`src/rtl/cpu_bus_seq.sv`:
```
// M-cycle bus sequencer: expands CPU bus requests into T-cycle strobe phasing with
// memory wait states, wait timeout (open-bus data) and back-to-back request acceptance.
module cpu_bus_seq #(
  parameter int unsigned ADDR_W       = 16,
  parameter int unsigned DATA_W       = 8,
  parameter int unsigned T_PER_M      = 4,
  parameter int unsigned WAIT_TIMEOUT = 15,
  parameter int unsigned CNT_W        = 16
) (
  input  logic                       clk_i,
  input  logic                       rst_ni,
  input  logic                       req_valid_i,
  output logic                       req_ready_o,
  input  logic [2:0]                 req_op_i,
  input  logic [ADDR_W-1:0]          req_addr_i,
  input  logic [DATA_W-1:0]          req_wdata_i,
  output logic                       rsp_valid_o,
  output logic [DATA_W-1:0]          rsp_rdata_o,
  output logic                       rsp_is_fetch_o,
  output logic                       rsp_is_cb_o,
  output logic                       rsp_timeout_o,
  output logic [ADDR_W-1:0]          mem_addr_o,
  output logic [DATA_W-1:0]          mem_wdata_o,
  output logic                       mem_rd_o,
  output logic                       mem_wr_o,
  input  logic                       mem_ready_i,
  input  logic [DATA_W-1:0]          mem_rdata_i,
  output logic [$clog2(T_PER_M)-1:0] tcycle_o,
  output logic                       busy_o,
  output logic [CNT_W-1:0]           mcycle_cnt_o
);

  localparam int unsigned TW = $clog2(T_PER_M);
  localparam int unsigned WW = $clog2(WAIT_TIMEOUT + 1);

  localparam logic [TW-1:0] TLast   = TW'(T_PER_M - 1);
  localparam logic [TW-1:0] TSample = TW'(T_PER_M - 2);
  localparam logic [WW-1:0] WaitMax = WW'(WAIT_TIMEOUT);

  localparam logic [2:0] OpIdle  = 3'd0;
  localparam logic [2:0] OpIf    = 3'd1;
  localparam logic [2:0] OpWrite = 3'd2;
  localparam logic [2:0] OpRead  = 3'd3;
  localparam logic [2:0] OpIfCb  = 3'd4;

  typedef enum logic [1:0] {StIdle, StRun, StWait} state_e;

  state_e              state_q, state_d;
  logic [TW-1:0]       tcycle_q, tcycle_d;
  logic [2:0]          op_q, op_d;
  logic [ADDR_W-1:0]   addr_q, addr_d;
  logic [DATA_W-1:0]   wdata_q, wdata_d;
  logic [DATA_W-1:0]   rdata_q, rdata_d;
  logic [WW-1:0]       wait_cnt_q, wait_cnt_d;
  logic                timeout_q, timeout_d;
  logic [CNT_W-1:0]    mcycle_cnt_q, mcycle_cnt_d;

  logic op_is_read, op_is_write, op_is_mem, at_last, accept;

  assign op_is_read  = (op_q == OpIf) || (op_q == OpRead) || (op_q == OpIfCb);
  assign op_is_write = (op_q == OpWrite);
  assign op_is_mem   = op_is_read || op_is_write;
  assign at_last     = (state_q == StRun) && (tcycle_q == TLast);
  assign accept      = req_valid_i && req_ready_o;

  // State register
  always_ff @(posedge clk_i or negedge rst_ni) begin
    if (!rst_ni) begin
      state_q      <= StIdle;
      tcycle_q     <= '0;
      op_q         <= OpIdle;
      addr_q       <= '0;
      wdata_q      <= '0;
      rdata_q      <= '0;
      wait_cnt_q   <= '0;
      timeout_q    <= 1'b0;
      mcycle_cnt_q <= '0;
    end else begin
      state_q      <= state_d;
      tcycle_q     <= tcycle_d;
      op_q         <= op_d;
      addr_q       <= addr_d;
      wdata_q      <= wdata_d;
      rdata_q      <= rdata_d;
      wait_cnt_q   <= wait_cnt_d;
      timeout_q    <= timeout_d;
      mcycle_cnt_q <= mcycle_cnt_d;
    end
  end

  // Next-state logic
  always_comb begin
    state_d      = state_q;
    tcycle_d     = tcycle_q;
    op_d         = op_q;
    addr_d       = addr_q;
    wdata_d      = wdata_q;
    rdata_d      = rdata_q;
    wait_cnt_d   = wait_cnt_q;
    timeout_d    = timeout_q;
    mcycle_cnt_d = mcycle_cnt_q;

    unique case (state_q)
      StIdle: ;
      StRun: begin
        if (tcycle_q == TLast) begin
          mcycle_cnt_d = mcycle_cnt_q + 1'b1;
          state_d      = StIdle;
          tcycle_d     = '0;
        end else if ((tcycle_q == TSample) && op_is_mem) begin
          if (mem_ready_i) begin
            if (op_is_read) rdata_d = mem_rdata_i;
            tcycle_d = TLast;
          end else begin
            state_d    = StWait;
            wait_cnt_d = WW'(1);
          end
        end else begin
          tcycle_d = tcycle_q + 1'b1;
        end
      end
      StWait: begin
        if (mem_ready_i) begin
          if (op_is_read) rdata_d = mem_rdata_i;
          state_d  = StRun;
          tcycle_d = TLast;
        end else if (wait_cnt_q == WaitMax) begin
          // Abort: nothing drives the bus, so reads see open-bus all-ones.
          if (op_is_read) rdata_d = '1;
          timeout_d = 1'b1;
          state_d   = StRun;
          tcycle_d  = TLast;
        end else begin
          wait_cnt_d = wait_cnt_q + 1'b1;
        end
      end
      default: begin
        state_d  = StIdle;
        tcycle_d = '0;
      end
    endcase

    // A new request overrides the return to idle, giving back-to-back M-cycles.
    if (accept) begin
      state_d    = StRun;
      tcycle_d   = '0;
      op_d       = req_op_i;
      addr_d     = req_addr_i;
      wdata_d    = req_wdata_i;
      wait_cnt_d = '0;
      timeout_d  = 1'b0;
    end
  end

  // Outputs
  always_comb begin
    logic strobe_phase;
    strobe_phase   = ((state_q == StRun) && (tcycle_q != '0) && (tcycle_q != TLast)) ||
                     (state_q == StWait);
    req_ready_o    = (state_q == StIdle) || at_last;
    busy_o         = (state_q == StRun) || (state_q == StWait);
    tcycle_o       = tcycle_q;
    mem_addr_o     = addr_q;
    mem_wdata_o    = wdata_q;
    mem_rd_o       = strobe_phase && op_is_read;
    mem_wr_o       = strobe_phase && op_is_write;
    rsp_valid_o    = at_last;
    rsp_rdata_o    = rdata_q;
    rsp_is_fetch_o = at_last && ((op_q == OpIf) || (op_q == OpIfCb));
    rsp_is_cb_o    = at_last && (op_q == OpIfCb);
    rsp_timeout_o  = at_last && timeout_q;
    mcycle_cnt_o   = mcycle_cnt_q;
  end

endmodule

```
`config.mk`:
```
export PLATFORM = sky130hd
export DESIGN_NAME = cpu_bus_seq
export DESIGN_NICKNAME = d
export VERILOG_FILES = /design/src/rtl/cpu_bus_seq.sv
export SDC_FILE = /design/constraint.sdc
export NUM_CORES = 1
export LEC_CHECK = 0
export BUFFER_PORTS_ARGS = -buffer_cell sky130_fd_sc_hd__buf_2
export CORE_MARGIN = 2
export CORE_UTILIZATION = 40
export CTS_BUF_LIST = sky130_fd_sc_hd__clkbuf_8
export DETAILED_ROUTE_END_ITERATION = 8
export PLACE_DENSITY = 0.73
export SYNTH_ARGS = -nofsm -noshare
export SYNTH_HDL_FRONTEND = slang
export SYNTH_SLANG_ARGS = --single-unit
```
`constraint.sdc`:
```
create_clock -name clk_i -period 1.9 [get_ports clk_i]
set_input_delay 0.19 -clock clk_i [delete_from_list [all_inputs] [get_ports clk_i]]
set_output_delay 0.19 -clock clk_i [all_outputs]
set_load 0.005 [all_outputs]
```
=== Yosys cells after proc, flatten, opt, wreduce, memory -nomap -nowiden ===
Cells that the tools add are included.
Widths: inputs -> output; s select.

* Flip-flop bits (word level): 60
* Output and inout port bits: 58
* Input bits: 39
* Logic and storage cells: 100

* Reductions and logical operators: 29
* $add $sub $neg: 3
* Multiplexer cells: 33
* Eq/ne operators: 26

{| class="wikitable"
|+ Operators with widths
! operator !! number
|-
| $mux 8 || 7
|-
| $mux 2 || 12
|-
| $mux 4 || 6
|-
| $ne 3x3->1 const B || 7
|-
| $add 16x1->16 const B || 1
|-
| $pmux 8 s2 || 1
|-
| $ne 4x4->1 const B || 3
|-
| $pmux 2 s3 || 2
|-
| $reduce_and 6->1 || 2
|-
| $logic_and 1x1->1 || 10
|-
| $ne 2x2->1 const B || 5
|-
| $pmux 4 s2 || 1
|-
| $reduce_bool 2->1 || 4
|-
| $logic_or 1x1->1 || 7
|-
| $eq 2x2->1 const B || 3
|-
| $eq 3x2->1 const B || 2
|-
| $reduce_and 3->1 || 2
|-
| $ne 5x5->1 const B || 1
|-
| $add 4x1->4 const B || 1
|-
| $eq 4x4->1 const B || 1
|-
| $mux 1 || 4
|-
| $reduce_and 4->1 || 1
|-
| $eq 3x1->1 const B || 1
|-
| $eq 3x3->1 const B || 1
|-
| 6 further kinds || 6
|}

=== Depth between registers and ports, before layout ===
* Depth in word-level cells: 9
* Mapped depth: 9
* Gate-level depth less buffers: 8

=== Worst setup path before layout ===
No wires, ideal clock.

* Path kind: flip-flop to flip-flop
* Start point: register tcycle_q[0] (netlist: tcycle_o[0])
* End point: register wait_cnt_q[2]
* Stages on the path, launching flop included: 7
* Path buffers: 0
* Data arrival time: 1.636 ns
* Library setup time: 0.124 ns
* Data required time: 1.776 ns
* Setup slack: 0.140 ns
* Period minus slack after synthesis: 1.760 ns
* Path through: dfrtp_1 ha_1 nand2b_2 a211o_1 o22ai_4 mux2i_1 a21oi_1

* Longest elaborated chain between the ends: 6
* Elaborated cells on any way between the ends: 14
* Those cells by class: 7 x eq/ne; 1 x mux; 6 x reduce/logical

{| class="wikitable"
|+ Ends and longest elaborated chain
! element !! RTL line !! source
|-
| from (decl) || 49 || <nowiki>logic [TW-1:0] tcycle_q, tcycle_d;</nowiki>
|-
| from (signal assigned) || 80 || <nowiki>tcycle_q <= tcycle_d;</nowiki>
|-
| $eq 2x2->1 || 63, 106 ||
|-
| $logic_and 1x1->1 || 63 || <nowiki>assign at_last = (state_q == StRun) && (tcycle_q == TLast);</nowiki>
|-
| $logic_or 1x1->1 || 160 || <nowiki>req_ready_o = (state_q == StIdle) || at_last;</nowiki>
|-
| $logic_and 1x1->1 || 64 || <nowiki>assign accept = req_valid_i && req_ready_o;</nowiki>
|-
| $ne 3x3->1 (no line) or $reduce_bool 3->1 (tied branches) || -- ||
|-
| $reduce_and 6->1 (no line) || -- ||
|-
| to (signal assigned) || 85 || <nowiki>wait_cnt_q <= wait_cnt_d;</nowiki>
|-
| to (decl) || 54 || <nowiki>logic [WW-1:0] wait_cnt_q, wait_cnt_d;</nowiki>
|}

Parallel ways exist; a longest one is shown, timed or not.
A chain may end at the register's enable or synchronous reset.

=== Final worst setup path ===
* Start point: register state_q[1]
* End point: output rsp_is_fetch_o

* Longest elaborated chain between the ends: 3

{| class="wikitable"
|+ Ends and longest elaborated chain
! element !! RTL line !! source
|-
| from (decl) || 48 || <nowiki>state_e state_q, state_d;</nowiki>
|-
| from (signal assigned) || 69 || <nowiki>state_q <= StIdle;</nowiki>
|-
| from (signal assigned) || 79 || <nowiki>state_q <= state_d;</nowiki>
|-
| $eq 2x1->1 || 63 ||
|-
| $logic_and 1x1->1 || 63 ||
|-
| $logic_and 1x1->1 || 169 || <nowiki>rsp_is_fetch_o = at_last && ((op_q == OpIf) || (op_q == OpIfCb));</nowiki>
|-
| to (decl) || 19 || <nowiki>output logic rsp_is_fetch_o,</nowiki>
|}

No other way between the ends.

==> flow_summary.yaml <==
route:
  wl_um: 6070
  drt-initial-drc-count: 75
  postRouteAntennaNets: 0
  num_vias: 2309
  drc: 0
  post_drt_wl_per_cell_um: 11.9
  via_per_inst: 4.54
  drt_pass1_iterations: 6
sta:
  min_period_ns: 1.87
  clock_skew_ns: 0.00566
  slew_headroom_pct: 58.5
  hold-worst-slack_ns: 0.0412
  final_hold_viol_count: 0
  tightest_slew_ns: 0.623
  fin_setup_tns_ns: 0
  slew_viol_final: 0
  setup_violations: 0
  setup_slack_ns: 0.0316
  timing.fmax_ghz: 0.535
  rsz0062_at_grt: "true"
  period_share_pct: 98.3
synth:
  avgSynthCellArea_um2: 9.67
  syn_inst: 291
  yosysTopAreaCellShare_pct: 53.4
  netlist_area_um2: 2810
  ys_top_cells_by_area: "dfrtp_1 (53%), nand2_1 (13%), mux2i_1 (4.3%)"
  ys_types: 42
  ys_seq_area_share_pct: 53.4
  synth-seq-cells: 60
  synth_top_area_cell: "dfrtp_1"
  syn-num-nets: 338
  yosysWarnings: 0
place:
  place_congestion: 0.854
  dpl.cell_count: 485
  detailedPlace.worstSlack_ns: -0.0688
  placed_cell_area_um2: 3450
  dpl.hpwl_um: 4440
  io_buffers: 96
global_route:
  grt_pass1_wl_um: 10000
  grt_max_degree: 36
  antenna_found_initial: 0
  grtUsageTotal_pct: 16.9
  grt_pass1_vias: 2142
  gr-total-overflow: 0
worst_setup_path:
  critPathKind: "flop to output port"
  endpoint_kind: "output port"
  startpoint_type: "flop"
  crit_required_ns: 1.71
  cp.arrival_ns: 1.68
  crit_fanout: 5
final_layout:
  multi_input_area_um2: 1260
  post-route-util_pct: 56.2
  syn_to_final_growth_pct: 35.6
  stdcell_area_um2: 3810
  drive_gt1_share_pct: 36.3
  nFillCells: 616
  antenna_cells: 0
  final_cell_mix: "nand2_1 (96), buf_2 (96), dfrtp_1 (60)"
  layoutNonFillerInstCount: 509
  seqCellArea_um2: 1500
  final_nets: 455
cts:
  numCtsBuffers: 9
  clk_path_buf_depth: 2
  cts_max_level: 3
  clkTransAtPathRegs_ns: 0.07
  clock_latency_ns: 0.33
  tritoncts: "done"
  cts_root_buffer: "clkbuf_8"
  cts_num_sinks: 60
floorplan:
  fp-row-count: 30
  io_pins: 97
  chipHeight_um: 87.9
  start_util_pct: 41.4
  chipWidth_um: 87.9
  core_um2: 6790
  fp.dieArea_um2: 7720
min_path:
  hp-class: "input port to flop"
power:
  swShare_pct: 32.2
  internal-power_mw: 3.30
  p_per_area_nw_per_um2: 1280
  pwr-share-clk_pct: 27.5
  finalPower_mw: 4.87
  combPwrFrac_pct: 33.1
  power_leakage_nw: 2.11
  seqPwrFrac_pct: 39.4
  vdd_drop_max_uv: 642
  p_switching_mw: 1.57
run:
  max_cap_violations: 0
status:
  run_status: "complete, no violations"
-- kinds of logic (layout without fill, tap and decap cells) --
group	Yosys count	after routing	synth area share, %
adder cells (fa/ha/maj)	8	8	3.56
AND/OR/NAND/NOR	151	151	24.1
AO/OA/AOI/OAI	21	21	5.96
buffers and inverters	23	145	3.82
flip-flops	60	60	53.4
multiplexers	12	12	4.27
XOR/XNOR	16	16	4.98
-- power groups by stage --
stage	combinational [mW]	sequential (mW)	clock [mW]
after floorplan	0.804	1.96	0
after global placement	1.47	1.92	0
after detailed placement	1.50	1.93	0
after CTS	1.55	1.92	1.36
after global routing	1.84	1.98	1.43
final	1.61	1.92	1.34
-- metal layers --
metal,track usage [%],part of all wire (%)
met5,0,0
met1,23.6,48
met2,24.4,44
met3,4.81,6.4
met4,7.41,1.8
-- sequential cells by signal, indices dropped and copies added (netlist names) --
register / cells
mcycle_cnt_o: 16
timeout_q: 1
state_q: 2
wait_cnt_q: 4
op_q: 3
mem_addr_o: 16
rsp_rdata_o: 8
mem_wdata_o: 8
tcycle_o: 2
-- worst paths after layout --
path / start / endpoint / slack (ns) / cells past startpoint
setup / recovery: state_q[1] / rsp_is_fetch_o / 0.03 / 6
hold / removal: req_addr_i[0] / mem_addr_o[0] / 0.04 / 3
setup reg to reg: wait_cnt_q[0] / wait_cnt_q[2] / 0.11 / 6
hold reg to reg: mem_addr_o[10] / mem_addr_o[10] / 0.46 / 2
max in group asynchronous: rst_ni / mem_addr_o[10] / 0.89 / 3
min in group asynchronous: rst_ni / rsp_rdata_o[5] / 0.41 / 2
-- cell type report --
type | count | share of cell area (%)
multi-input combinational | 208 | 33.1
timing repair buffer | 115 | 16.8
clock inverter | 4 | 1.87
inverter | 14 | 1.38
tap | 96 | 3.15
clock buffer | 12 | 4.33
sequential | 60 | 39.4
-- critical path: stages (launching register included) --
cell     delay (ns)
dfrtp_1        0.41
inv_2          0.09
ha_4           0.17
nand2_1        0.13
buf_4          0.18
nor3_1         0.20
buf_2          0.16
-- what timing repair did --
action	4_1_cts	5_1_grt
pin swaps	3	3
hold endpoints to repair	25	0
resized for setup	8	7
hold buffers	1	0
setup endpoints to repair	6	19
setup buffers	0	7
-- cells in the mapped netlist, drive strengths merged --
cell	instances
nand2	96
nand3b	1
a31oi	1
dfrtp	60
nor3	4
o32a	1
o21ai	3
inv	14
a21bo	1
nor2b	1
mux2i	12
a211o	1
o31ai	1
xor2	5
a21o	1
nand2b	3
clkbuf	2
nand4	3
buf	7
or2b	1
nor4b	1
and3	6
and2	2
a311o	1
or3b	1
ha	8
nand3	9
a211oi	1
nor2	22
a21oi	9
xnor2	11
o22ai	1
or3	1
Note: power is estimated with default switching activity, not from simulation.
